## src/rtl/fir_job_scheduler.sv

```systemverilog
// rtl/fir_job_scheduler.sv - FIR job queue and single-engine dispatcher with cycle measurement
module fir_job_scheduler #(
  parameter int QDEPTH  = 4,
  parameter int ADDR_W  = 10,
  parameter int CYC_W   = 32,
  parameter int TIMEOUT = 65535
) (
  input  logic                     clk,
  input  logic                     rst,
  input  logic                     job_valid,
  output logic                     job_ready,
  input  logic                     job_sel,
  input  logic [ADDR_W-1:0]        job_in_addr,
  input  logic [ADDR_W-1:0]        job_out_addr,
  input  logic [ADDR_W-1:0]        job_count,
  output logic                     eng_start,
  output logic                     eng_sel,
  output logic [ADDR_W-1:0]        eng_in_addr,
  output logic [ADDR_W-1:0]        eng_out_addr,
  output logic [ADDR_W-1:0]        eng_count,
  input  logic                     eng_done,
  output logic                     res_valid,
  input  logic                     res_ready,
  output logic [3:0]               res_id,
  output logic                     res_sel,
  output logic [CYC_W-1:0]         res_cycles,
  output logic                     res_timeout,
  output logic                     busy,
  output logic [$clog2(QDEPTH):0]  q_level
);
  localparam int PTR_W = $clog2(QDEPTH);
  localparam int LVL_W = PTR_W + 1;

  typedef enum logic [1:0] {IDLE, LAUNCH, RUN, REPORT} state_t;
  state_t state;

  logic              q_sel      [QDEPTH];
  logic [ADDR_W-1:0] q_in_addr  [QDEPTH];
  logic [ADDR_W-1:0] q_out_addr [QDEPTH];
  logic [ADDR_W-1:0] q_count    [QDEPTH];
  logic [3:0]        q_id       [QDEPTH];

  logic [PTR_W-1:0] wr_ptr, rd_ptr;
  logic [3:0]       id_cnt, cur_id;
  logic [CYC_W-1:0] cnt;
  logic             push, pop;

  assign job_ready = (q_level < LVL_W'(QDEPTH));
  assign push      = job_valid && job_ready;
  assign pop       = (state == IDLE) && (q_level != '0);
  assign busy      = (state != IDLE) || (q_level != '0);

  always_ff @(posedge clk) begin
    if (push) begin
      q_sel[wr_ptr]      <= job_sel;
      q_in_addr[wr_ptr]  <= job_in_addr;
      q_out_addr[wr_ptr] <= job_out_addr;
      q_count[wr_ptr]    <= job_count;
      q_id[wr_ptr]       <= id_cnt;
    end
  end

  // Power-of-two depth lets the pointers wrap naturally.
  always_ff @(posedge clk or negedge rst) begin
    if (!rst) begin
      wr_ptr  <= '0;
      rd_ptr  <= '0;
      q_level <= '0;
      id_cnt  <= '0;
    end else begin
      if (push) begin
        wr_ptr <= wr_ptr + 1'b1;
        id_cnt <= id_cnt + 1'b1;
      end
      if (pop) rd_ptr <= rd_ptr + 1'b1;
      if (push && !pop)      q_level <= q_level + 1'b1;
      else if (pop && !push) q_level <= q_level - 1'b1;
    end
  end

  always_ff @(posedge clk or negedge rst) begin
    if (!rst) begin
      state        <= IDLE;
      eng_start    <= 1'b0;
      eng_sel      <= 1'b0;
      eng_in_addr  <= '0;
      eng_out_addr <= '0;
      eng_count    <= '0;
      res_valid    <= 1'b0;
      res_id       <= '0;
      res_sel      <= 1'b0;
      res_cycles   <= '0;
      res_timeout  <= 1'b0;
      cur_id       <= '0;
      cnt          <= '0;
    end else begin
      case (state)
        IDLE: begin
          if (pop) begin
            eng_sel      <= q_sel[rd_ptr];
            eng_in_addr  <= q_in_addr[rd_ptr];
            eng_out_addr <= q_out_addr[rd_ptr];
            eng_count    <= q_count[rd_ptr];
            cur_id       <= q_id[rd_ptr];
            if (q_count[rd_ptr] == '0) begin
              res_id      <= q_id[rd_ptr];
              res_sel     <= q_sel[rd_ptr];
              res_cycles  <= '0;
              res_timeout <= 1'b0;
              res_valid   <= 1'b1;
              state       <= REPORT;
            end else begin
              eng_start <= !eng_done;
              state     <= LAUNCH;
            end
          end
        end
        // Start is withheld while a stale done is still high from the last job.
        LAUNCH: begin
          if (eng_start) begin
            eng_start <= 1'b0;
            cnt       <= '0;
            state     <= RUN;
          end else if (!eng_done) begin
            eng_start <= 1'b1;
          end
        end
        RUN: begin
          cnt <= cnt + 1'b1;
          if (eng_done) begin
            res_id      <= cur_id;
            res_sel     <= eng_sel;
            res_cycles  <= cnt + 1'b1;
            res_timeout <= 1'b0;
            res_valid   <= 1'b1;
            state       <= REPORT;
          end else if (cnt + 1'b1 == CYC_W'(TIMEOUT)) begin
            res_id      <= cur_id;
            res_sel     <= eng_sel;
            res_cycles  <= CYC_W'(TIMEOUT);
            res_timeout <= 1'b1;
            res_valid   <= 1'b1;
            state       <= REPORT;
          end
        end
        REPORT: begin
          if (res_ready) begin
            res_valid <= 1'b0;
            state     <= IDLE;
          end
        end
        default: state <= IDLE;
      endcase
    end
  end
endmodule

```

## config.mk

```make
export PLATFORM = sky130hd
export DESIGN_NAME = fir_job_scheduler
export DESIGN_NICKNAME = d
export VERILOG_FILES = /design/src/rtl/fir_job_scheduler.sv
export SDC_FILE = /design/constraint.sdc
export NUM_CORES = 1
export LEC_CHECK = 0
export CORE_MARGIN = 1.5
export CORE_UTILIZATION = 58
export CTS_CLUSTER_DIAMETER = 40
export DETAILED_ROUTE_END_ITERATION = 10
export GPL_TIMING_DRIVEN = 0
export PLACE_DENSITY = 0.81
export SYNTH_ARGS = -nofsm -noshare
export SYNTH_HDL_FRONTEND = slang
export SYNTH_SLANG_ARGS = --single-unit
```

## constraint.sdc

```tcl
create_clock -name clk -period 6.85 [get_ports clk]
set_clock_uncertainty 0.15 [all_clocks]
set_input_delay 1.0275 -clock clk [delete_from_list [all_inputs] [get_ports clk]]
set_output_delay 1.0275 -clock clk [all_outputs]
set_load 0.05 [all_outputs]
```

==> run metrics <==
vias per inst=5.90; Crit Path Max Fanout=10; WHS=roughly 0.23 ns; Routed Antenna Nets=0; Crit path max-delay family=simple AND/OR/NAND/NOR gates; Die Wd=143 um; vias=7450; CP max stage cell=nor4_2; sequential share of the synthesized area=0.634; Reg2Reg Depth=10; pwr/cell area=452 nW/um^2; Resized cells post-CTS=0; RR Endpoint=res_cycles[29]; critical path required time=7.12 ns; Slew headroom=0.275; Die Y=between 100 and 150 um; crit path DAT=4.43 ns; Remaining Overflow, GRT=0; ANT cells=0; cell taking the most area after synthesis=edfxtp_1; main flop type after synthesis=edfxtp_1; Root Driver=clkbuf_16; DR WL/cell=around 20 um; hold_buf cts=0; EDFF count, synth=140; Slew Limit Fails=0; CTS Sinks=260; DR iter-0 viols=approximately 540; Clock Pin Slew Worst Setup and Hold Paths=0.05 ns; Syn Nets=between 800 and 900; first-pass GRT wire length=40.2 mm; max incr delay on CP=0.93 ns; largest cells by area after synthesis=edfxtp_1, dfrtp_1, mux4_2, mux2_2, o21ai_0; DP HPWL=16.3 mm; Cell Area, Synth=11400 um^2; synthesized area per cell=between 10 and 15 um^2; maximum vdd ir drop=0.394 mV; Finish-stage setup viols=0; CP endpoint kind=flop; H-tree Lvls=1; drt pass-1 iters=5; Remaining DRCs=0; largest net degree at the start of global routing=81; Area growth, synth to finish=22.6%; Max-Cap Viols=0; Buffers on Ports=110; Nets=1022; Initial Util=0.588; count leader, synth=edfxtp_1; r2r setup slk=2.69 ns; unrepaired setup endpoints after global routing=no; share of cells above drive strength 1=0.164; CTS max path bufs=3; later-pin clock latency in the skew report=0.56 ns; worst slew pin tran=roughly 1.1 ns; setup bufs post-CTS=0; Worst setup SP type=flop; Lkg Pwr=5.22 nW; initial antenna violation count=0; Placed Area=12900 um^2; I/O pin count=112; CTS Buf Count=31; Synth cell types=66; buffer and inverter count on the worst path=2; fin crit share=0.607; post-synth top area share=0.370; Hold WC Path Type=input port to async pin; Core Area=approximately 19000 um^2; reg2reg start=cnt[0]; GR Util All Layers=0.256; synth cell count leaders=edfxtp_1, dfrtp_1, nand2_1; vias in the first global route=7711; status=finished clean; Final min period=4.16 ns; number of synthesis warnings=0; num rows=between 50 and 60; critical path class=flop to flop; DRT Wirelength=between 20 and 30 mm; CTS tree=yes; Fmax=0.240 GHz; Yosys reg bits=260; die area=20400 um^2; global placement routability congestion=roughly 0.9; Async SR Flop Fraction=0.462; critical path cell sequence=ha_1, buf_2, nand4_1, nor4_2, a31o_2, nand4b_1, o31ai_2, nand2_1, clkbuf_1, o2bb2ai_1; Synth Instances=827; design area=between 10000 and 15000 um^2; Fin. Hold Viols=0
-- stage by stage --
| step | std cells | power [mW] | setup WS [ns] | setup TNS [ns] | utilization |
|---|---|---|---|---|---|
| 2_1_floorplan | 827 | 3.87 | 3.75 | 0 | - |
| 3_3_place_gp | 1202 | 4.56 | -0.300 | -34.69 | 0.662 |
| 3_5_place_dp | 1205 | 4.64 | 2.84 | 0 | 0.665 |
| 4_1_cts | 1263 | 6.33 | 2.78 | 0 | 0.720 |
| 5_1_grt | 1263 | 6.57 | 2.37 | 0 | 0.720 |
| 6_report | 1263 | 6.30 | 2.69 | 0 | 0.720 |
-- placed cells by master (no fill, tap or decap), types with 13 or more instances in the layout --
master           instances
nor2_1                  60
nand3_1                 23
xnor2_1                 21
o2bb2ai_1               17
xor2_1                  18
clkdlybuf4s50_1        109
dfrtp_1                120
mux2_2                  38
edfxtp_1               140
and3_1                  14
clkbuf_16               31
nand2_1                 65
clkbuf_1                38
inv_1                   15
o21ai_0                 64
mux4_2                  35
a21oi_1                 13
-- kinds of logic (layout without fill, tap and decap cells) --
group,count (synthesis),in the layout,share of synthesized area
buffers and inverters,69,240,0.0251
adders and majority gates,13,13,0.0150
AOI/OAI and AO/OA,147,147,0.0880
xor gates and xnor gates,39,39,0.0301
and+or+nand+nor,221,221,0.0959
muxes,78,78,0.111
DFF,260,260,0.634
-- worst max-delay path by stage --
stage           start        endpoint  slack, ns  cells past startpoint
2_1_floorplan  cnt[0]  res_cycles[12]       3.75                     12
3_3_place_gp      rst  eng_in_addr[9]      -0.30                      1
3_5_place_dp   cnt[0]  res_cycles[29]       2.84                     10
4_1_cts        cnt[0]  res_cycles[29]       2.78                     10
5_1_grt        cnt[0]  res_cycles[29]       2.37                     10
6_report       cnt[0]  res_cycles[29]       2.69                     10
-- cell type report --
type | instances | area, um^2
well taps | 265 | 332
multi-input cells | 498 | 3870
plain buffers | 54 | 229
clock inverters | 20 | 230
flip-flops and latches | 260 | 7210
inverters | 15 | 56.3
clock buffers | 38 | 832
repair buffers | 113 | 1170
fillers | 1239 | 5410
-- power breakdown --
part	total, mW	internal, mW	switching [mW]	leakage (nW)
Combinational	2.40	0.918	1.48	1.88
Sequential	2.24	2.03	0.211	2.81
Clock	1.66	1.02	0.640	0.521
Total	6.30	3.96	2.33	5.22
-- state kept, by name, indices dropped and copies added (netlist names), 10 cells and up --
signal,cells
cnt,32
q_id,16
q_out_addr,40
q_in_addr,40
eng_count,10
q_count,40
eng_out_addr,10
eng_in_addr,10
res_cycles,32
-- worst reg2reg max path, stage by stage (launching register included) --
cell,delay (ns)
dfrtp_1,0.47
ha_1,0.18
buf_2,0.18
nand4_1,0.35
nor4_2,0.93
a31o_2,0.33
nand4b_1,0.11
o31ai_2,0.47
nand2_1,0.33
clkbuf_1,0.33
o2bb2ai_1,0.20
-- metal layers --
layer | vias to the layer above | global-route usage | wire length [um]
met5 | - | 0 | 0
met4 | 0 | 0.0825 | 683
met3 | 50 | 0.0469 | 1420
met2 | 244 | 0.458 | 13200
met1 | 3742 | 0.316 | 9870
li1 | 3414 | - | -
Power figures use the tool's default switching activity.
